==> src/rtl/mrv32_muldiv.sv <==
// Iterative RV32M multiply/divide unit: radix-2 shift-add multiplier and restoring
// divider sharing one accumulator and one XLEN-cycle iteration counter.
module mrv32_muldiv #(
  parameter int XLEN  = 32,
  parameter int TAG_W = 5
) (
  input  logic             clk,
  input  logic             rst,
  input  logic             in_valid,
  output logic             in_ready,
  input  logic [2:0]       in_op,
  input  logic [XLEN-1:0]  in_op1,
  input  logic [XLEN-1:0]  in_op2,
  input  logic [TAG_W-1:0] in_tag,
  input  logic             flush,
  output logic             out_valid,
  input  logic             out_ready,
  output logic [XLEN-1:0]  out_result,
  output logic [TAG_W-1:0] out_tag
);

  // state | meaning
  // IDLE  | waiting for an operation, in_ready high
  // CALC  | seed cycle, then XLEN shift-add / trial-subtract iterations
  // FIX   | sign correction and result word select
  // DONE  | result presented, waiting for out_ready

  localparam int CW = $clog2(XLEN);

  localparam logic [2:0] OP_MUL    = 3'b000;
  localparam logic [2:0] OP_MULH   = 3'b001;
  localparam logic [2:0] OP_MULHSU = 3'b010;
  localparam logic [2:0] OP_DIV    = 3'b100;
  localparam logic [2:0] OP_REM    = 3'b110;

  typedef enum logic [1:0] {IDLE, CALC, FIX, DONE} state_t;

  state_t              state_q, state_d;
  logic [CW-1:0]       cnt_q;
  logic                seed_q;
  logic [2:0]          op_q;
  logic [TAG_W-1:0]    tag_q;
  logic [XLEN-1:0]     a_q, b_q;
  logic                s1_q, s2_q;
  logic [2*XLEN-1:0]   acc_q;
  logic [XLEN-1:0]     res_q;
  logic [TAG_W-1:0]    otag_q;

  logic                accept;
  logic                s1_in, s2_in;
  logic                div0_in, ovf_in, fast_in;
  logic [XLEN-1:0]     fast_res;
  logic                last_iter;

  assign in_ready   = (state_q == IDLE);
  assign out_valid  = (state_q == DONE);
  assign out_result = res_q;
  assign out_tag    = otag_q;

  assign accept = in_valid & in_ready & ~flush;

  // Request decode: signedness, divide-by-zero and signed overflow
  always_comb begin
    s1_in    = (in_op inside {OP_MULH, OP_MULHSU, OP_DIV, OP_REM}) & in_op1[XLEN-1];
    s2_in    = (in_op inside {OP_MULH, OP_DIV, OP_REM}) & in_op2[XLEN-1];
    div0_in  = in_op[2] & (in_op2 == '0);
    ovf_in   = (in_op inside {OP_DIV, OP_REM}) &
               (in_op1 == {1'b1, {(XLEN-1){1'b0}}}) & (in_op2 == '1);
    fast_in  = div0_in | ovf_in;
    fast_res = '0;
    if (div0_in) fast_res = in_op[1] ? in_op1 : '1;
    else if (ovf_in) fast_res = in_op[1] ? '0 : in_op1;
  end

  assign last_iter = ~seed_q & (cnt_q == CW'(XLEN-1));

  always_comb begin
    state_d = state_q;
    case (state_q)
      IDLE: if (accept) state_d = fast_in ? DONE : CALC;
      CALC: if (last_iter) state_d = FIX;
      FIX:  state_d = DONE;
      DONE: if (out_ready) state_d = IDLE;
      default: state_d = IDLE;
    endcase
    if (flush) state_d = IDLE;
  end

  logic [XLEN:0]       mul_sum;
  logic [2*XLEN-1:0]   mul_next;
  logic [XLEN:0]       rem_sh, diff;
  logic [2*XLEN-1:0]   div_next;
  logic [XLEN-1:0]     a_mag, b_mag;
  logic [2*XLEN-1:0]   prod;
  logic [XLEN-1:0]     quo, rem, mul_word, div_word, fix_res;

  always_comb begin
    a_mag    = s1_q ? -a_q : a_q;
    b_mag    = s2_q ? -b_q : b_q;

    mul_sum  = {1'b0, acc_q[2*XLEN-1:XLEN]} + (acc_q[0] ? {1'b0, b_q} : '0);
    mul_next = {mul_sum, acc_q[XLEN-1:1]};

    // Restoring step: the shifted partial remainder needs one extra bit
    rem_sh   = acc_q[2*XLEN-1:XLEN-1];
    diff     = rem_sh - {1'b0, b_q};
    if (!diff[XLEN]) div_next = {diff[XLEN-1:0], acc_q[XLEN-2:0], 1'b1};
    else             div_next = {rem_sh[XLEN-1:0], acc_q[XLEN-2:0], 1'b0};

    prod     = (s1_q ^ s2_q) ? -acc_q : acc_q;
    mul_word = (op_q == OP_MUL) ? prod[XLEN-1:0] : prod[2*XLEN-1:XLEN];
    quo      = acc_q[XLEN-1:0];
    rem      = acc_q[2*XLEN-1:XLEN];
    if (op_q[1]) div_word = s1_q ? -rem : rem;
    else         div_word = (s1_q ^ s2_q) ? -quo : quo;
    fix_res  = op_q[2] ? div_word : mul_word;
  end

  always_ff @(posedge clk or posedge rst) begin
    if (rst) begin
      state_q <= IDLE;
      cnt_q   <= '0;
      seed_q  <= 1'b0;
      op_q    <= '0;
      tag_q   <= '0;
      a_q     <= '0;
      b_q     <= '0;
      s1_q    <= 1'b0;
      s2_q    <= 1'b0;
      acc_q   <= '0;
      res_q   <= '0;
      otag_q  <= '0;
    end else begin
      state_q <= state_d;
      case (state_q)
        IDLE: begin
          if (accept) begin
            op_q   <= in_op;
            tag_q  <= in_tag;
            a_q    <= in_op1;
            b_q    <= in_op2;
            s1_q   <= s1_in;
            s2_q   <= s2_in;
            cnt_q  <= '0;
            seed_q <= 1'b1;
            if (fast_in) begin
              res_q  <= fast_res;
              otag_q <= in_tag;
            end
          end
        end
        CALC: begin
          // Magnitudes are formed here so the accept path is only registers
          if (seed_q) begin
            acc_q  <= {{XLEN{1'b0}}, a_mag};
            b_q    <= b_mag;
            seed_q <= 1'b0;
          end else begin
            acc_q <= op_q[2] ? div_next : mul_next;
            cnt_q <= last_iter ? '0 : cnt_q + 1'b1;
          end
        end
        FIX: begin
          if (!flush) begin
            res_q  <= fix_res;
            otag_q <= tag_q;
          end
        end
        default: ;
      endcase
      if (flush) cnt_q <= '0;
    end
  end

endmodule

==> config.mk <==
export PLATFORM = sky130hd
export DESIGN_NAME = mrv32_muldiv
export DESIGN_NICKNAME = d
export VERILOG_FILES = /design/src/rtl/mrv32_muldiv.sv
export SDC_FILE = /design/constraint.sdc
export NUM_CORES = 1
export LEC_CHECK = 0
export BUFFER_PORTS_ARGS = -buffer_cell sky130_fd_sc_hd__buf_4
export CORE_MARGIN = 2
export CORE_UTILIZATION = 55
export DETAILED_ROUTE_END_ITERATION = 7
export PLACE_DENSITY = 0.75
export SLEW_MARGIN = 20
export SYNTH_ARGS = -nofsm -noshare
export SYNTH_HDL_FRONTEND = slang
export SYNTH_SLANG_ARGS = --single-unit
==> constraint.sdc <==
create_clock -name clk -period 14.7 [get_ports clk]
set_input_delay 0.735 -clock clk [delete_from_list [all_inputs] [get_ports clk]]
set_output_delay 0.735 -clock clk [all_outputs]
set_load 0.02 [all_outputs]
==> impl_metrics.tcl <==
set metrics [dict create \
    cts.path.max_buffers 2 \
    status "completed" \
    wl_met2_mm 25.2 \
    dp_hpwl_mm 40.1 \
    syn_area_per_cell_um2 7.83 \
    drt_pass1_iterations 8 \
    max-vdd-ir-drop_uv 126 \
    stdcell_count 2473 \
    drt-total-wl_mm 54.1 \
    synth_common_cells "207 x nand2_1, 204 x a21oi_1, 189 x nor2_1" \
    slowest_delay_ns 0.88 \
    critPathTopFamily "simple AND/OR/NAND/NOR gates" \
    slew_viol_final 0 \
    ys_warn_count 0 \
    ant_nets 0 \
    skew_ns 0.0204 \
    dr_wl_met3_mm 4.67 \
    crit_type "in -> reg" \
    crit_path_end_kind "flop" \
    cp_num_buf_inv 1 \
    met1_length_mm 22.2 \
    intPower_mw 2.10 \
    clk_pin_slew_worst_paths_ns 0.08 \
    finalHoldViolations 0 \
    synth_seq_cells 183 \
    maxSlewHeadroom_pct 22.4 \
    critPathRequiredTime_ns 15.05 \
    die_h_um 175 \
    rrSetupSlack_ns 9.86 \
    grt_max_degree 130 \
    p_clk_share_pct 10.5 \
    start_util_pct 56.0 \
    placed_area_um2 17200 \
    critPathArrivalTime_ns 5.82 \
    r2r-start "acc_q[0]$_DFFE_PP0P_" \
    r2r.worst_path.cells 13 \
    vias 16300 \
    rsz0062_at_grt "false" \
    fin_area_um2 17700 \
    syn_area_um2 16100 \
    synth-edff-count 0 \
    core_um2 28800 \
    ys_types 80 \
    cts_made_buffers 17 \
    seq_power_share_pct 24.1 \
    clkSinkCount 183 \
    min_path_type "in -> async" \
    timing.fmax_mhz 183 \
    synthTopCellsByArea "dfrtp_1 28%, a21oi_1 6.3%, ha_1 5.7%" \
    critPathMaxFanout 5 \
    ys_seq_area_share_pct 28.4 \
    overflow 0 \
    ys.flop_type "dfrtp_1" \
    io_pins 116 \
    hold_slack_ns 0.461 \
    drtIter0Drc 1850 \
    area_growth_pct 10.1 \
    yosys.area.top_type "dfrtp_1" \
    p_sw_share_pct 53.3 \
    clock_latency_ns 0.47 \
    synth.most_common_cell "nand2_1" \
    cts_setup_buffers 0 \
    grt_pass1_vias 15200 \
    cap_violations 0 \
    finalNetCount 2229 \
    grt_pass1_wl_mm 85.8 \
    post-route-period-util_pct 37.2 \
    tritoncts "done" \
    cpMostUsedCell "nand4_1" \
    async_reset_ff_share_pct 100 \
    gp_congestion 0.999 \
    finalSetupViolations 0 \
    cts_root_buffer "clkbuf_16" \
    synthDominantCellAreaShare_pct 28.4 \
    nFillCells 2554 \
    netSwitchingPower_mw 2.40 \
    die_w_um 175 \
    start_kind "input port" \
    drcViolationCount 0 \
    power_density_nw_per_um2 253 \
    ctsHoldBuffers 0 \
    pwr-share-comb_pct 65.4 \
    synthCells 2059 \
    final.setup.tns_ns 0 \
    num_antenna_cells 0 \
    tightest_slew_ns 1.16 \
    io_buffers 115 \
    grt_use_total_pct 35.3 \
    num_rows 62 \
    htree_levels 4 \
    cts-resized-gates 0 \
    grt_antenna_before_repair 0 \
    dieArea_um2 30700 \
    crit_path_cell_trace "buf_4 > or4b_2 > nor4_2 > nand4_1 > nor4_1 > nand4_1 > nand2_1 > nand3_1 > a21oi_1 > o2111ai_1 > o221a_2" \
    wl_per_cell_um 21.9 \
    leakagePower_nw 7.66 \
    r2r_end "acc_q[57]$_DFFE_PP0P_" \
    cp_slowest_cell "nor4_1" \
    period_minus_slack_ns 5.46 \
    dp.cells 2441 \
    top_layer_used "met4" \
    synth_nets 2212 \
    drive_above_1_share_pct 11.9 \
    routed_via_density 6.59 \
]
==> sequential cells by signal, indices dropped and copies added, names as in the netlist, 2 cells and up <==
signal	count
out_tag	5
op_q	3
state_q	2
a_q	32
b_q	32
acc_q	64
tag_q	5
out_result	32
cnt_q	5
==> worst max path at each step <==
stage,from,end,slack (ns),cells after the start
final,in_op1[3],out_result[25]$_DFFE_PP0P_,9.24,11
after global placement,in_op1[3],out_result[25]$_DFFE_PP0P_,8.71,11
after global routing,in_op1[3],out_result[25]$_DFFE_PP0P_,9.27,11
after floorplan,rst,a_q[0]$_DFFE_PP0P_,8.99,1
after detailed placement,in_op1[3],out_result[25]$_DFFE_PP0P_,8.83,11
after CTS,in_op1[3],out_result[25]$_DFFE_PP0P_,9.27,11
==> stage by stage <==
stage                     util [%]  worst slack (ns)  power (mW)
after global routing          61.7              9.27        4.83
after detailed placement      59.6              8.83        3.95
after floorplan                  -              8.99        3.15
after CTS                     61.6              9.27        4.43
final                         61.7              9.24        4.49
after global placement        59.6              8.71        3.88
==> cell families (layout without fill, tap and decap cells) <==
logic type	after synthesis	in the layout	share of synthesized area (%)
XOR/XNOR	162	162	8.80
multiplexers	98	98	6.41
AND/OR/NAND/NOR	654	654	19.1
flip-flops	183	183	28.4
AO/OA/AOI/OAI	662	662	26.0
adder cells (fa/ha/maj)	76	76	5.99
buffers and inverters	224	254	5.28
==> layout make-up <==
class / instances / area [µm²] / area share [%]
clock buffer: 18 / 439 / 2.47
inverter: 84 / 323 / 1.82
sequential: 183 / 4580 / 25.8
multi-input combinational: 1652 / 10800 / 60.6
tap: 384 / 480 / 2.71
clock inverter: 14 / 133 / 0.747
timing repair buffer: 138 / 1040 / 5.84
==> placed cells by master, fill, tap and decap left out, drive strengths merged, types with 12 or more instances in the layout <==
cell type,n
xnor2,102
a22oi,13
o21a,16
o211ai,27
or4,15
nor3,49
nor2,190
nand3,53
mux2,42
dfrtp,183
o31ai,43
xor2,60
a31oi,27
a21oi,204
nand2b,21
mux2i,56
or3,17
o41ai,12
a211oi,24
o21ai,162
nand4,19
a21o,29
ha,74
clkbuf,18
o221ai,23
buf,138
a221oi,13
nor4,38
nand2,208
inv,89
a221o,13
==> power groups by stage <==
stage          Clock [mW]  Combinational (mW)  Sequential, mW
3_3_place_gp            0                2.82            1.06
3_5_place_dp            0                2.87            1.08
6_report            0.473                2.94            1.08
4_1_cts             0.473                2.89            1.07
2_1_floorplan           0                2.18           0.974
5_1_grt             0.492                3.22            1.12
==> worst reg2reg max path, stage by stage, from the launching register on <==
cell and delay [ns]:
dfrtp_1 0.50, clkinv_1 0.84, nor2_1 0.33, ha_1 0.32, nor2b_1 0.17, o31a_1 0.27, o41ai_1 0.50, o21ai_0 0.37
o21ai_0 0.37, nand2_1 0.17, a31oi_1 0.31, o21bai_1 0.11, xor2_1 0.15, a221o_1 0.31
==> routing by layer <==
metal	track usage [%]	vias up
li1	-	7544
met1	47.0	7732
met2	57.9	875
met3	5.03	144
met4	14.0	0
met5	0	-
(Power assumes the default switching activity.)
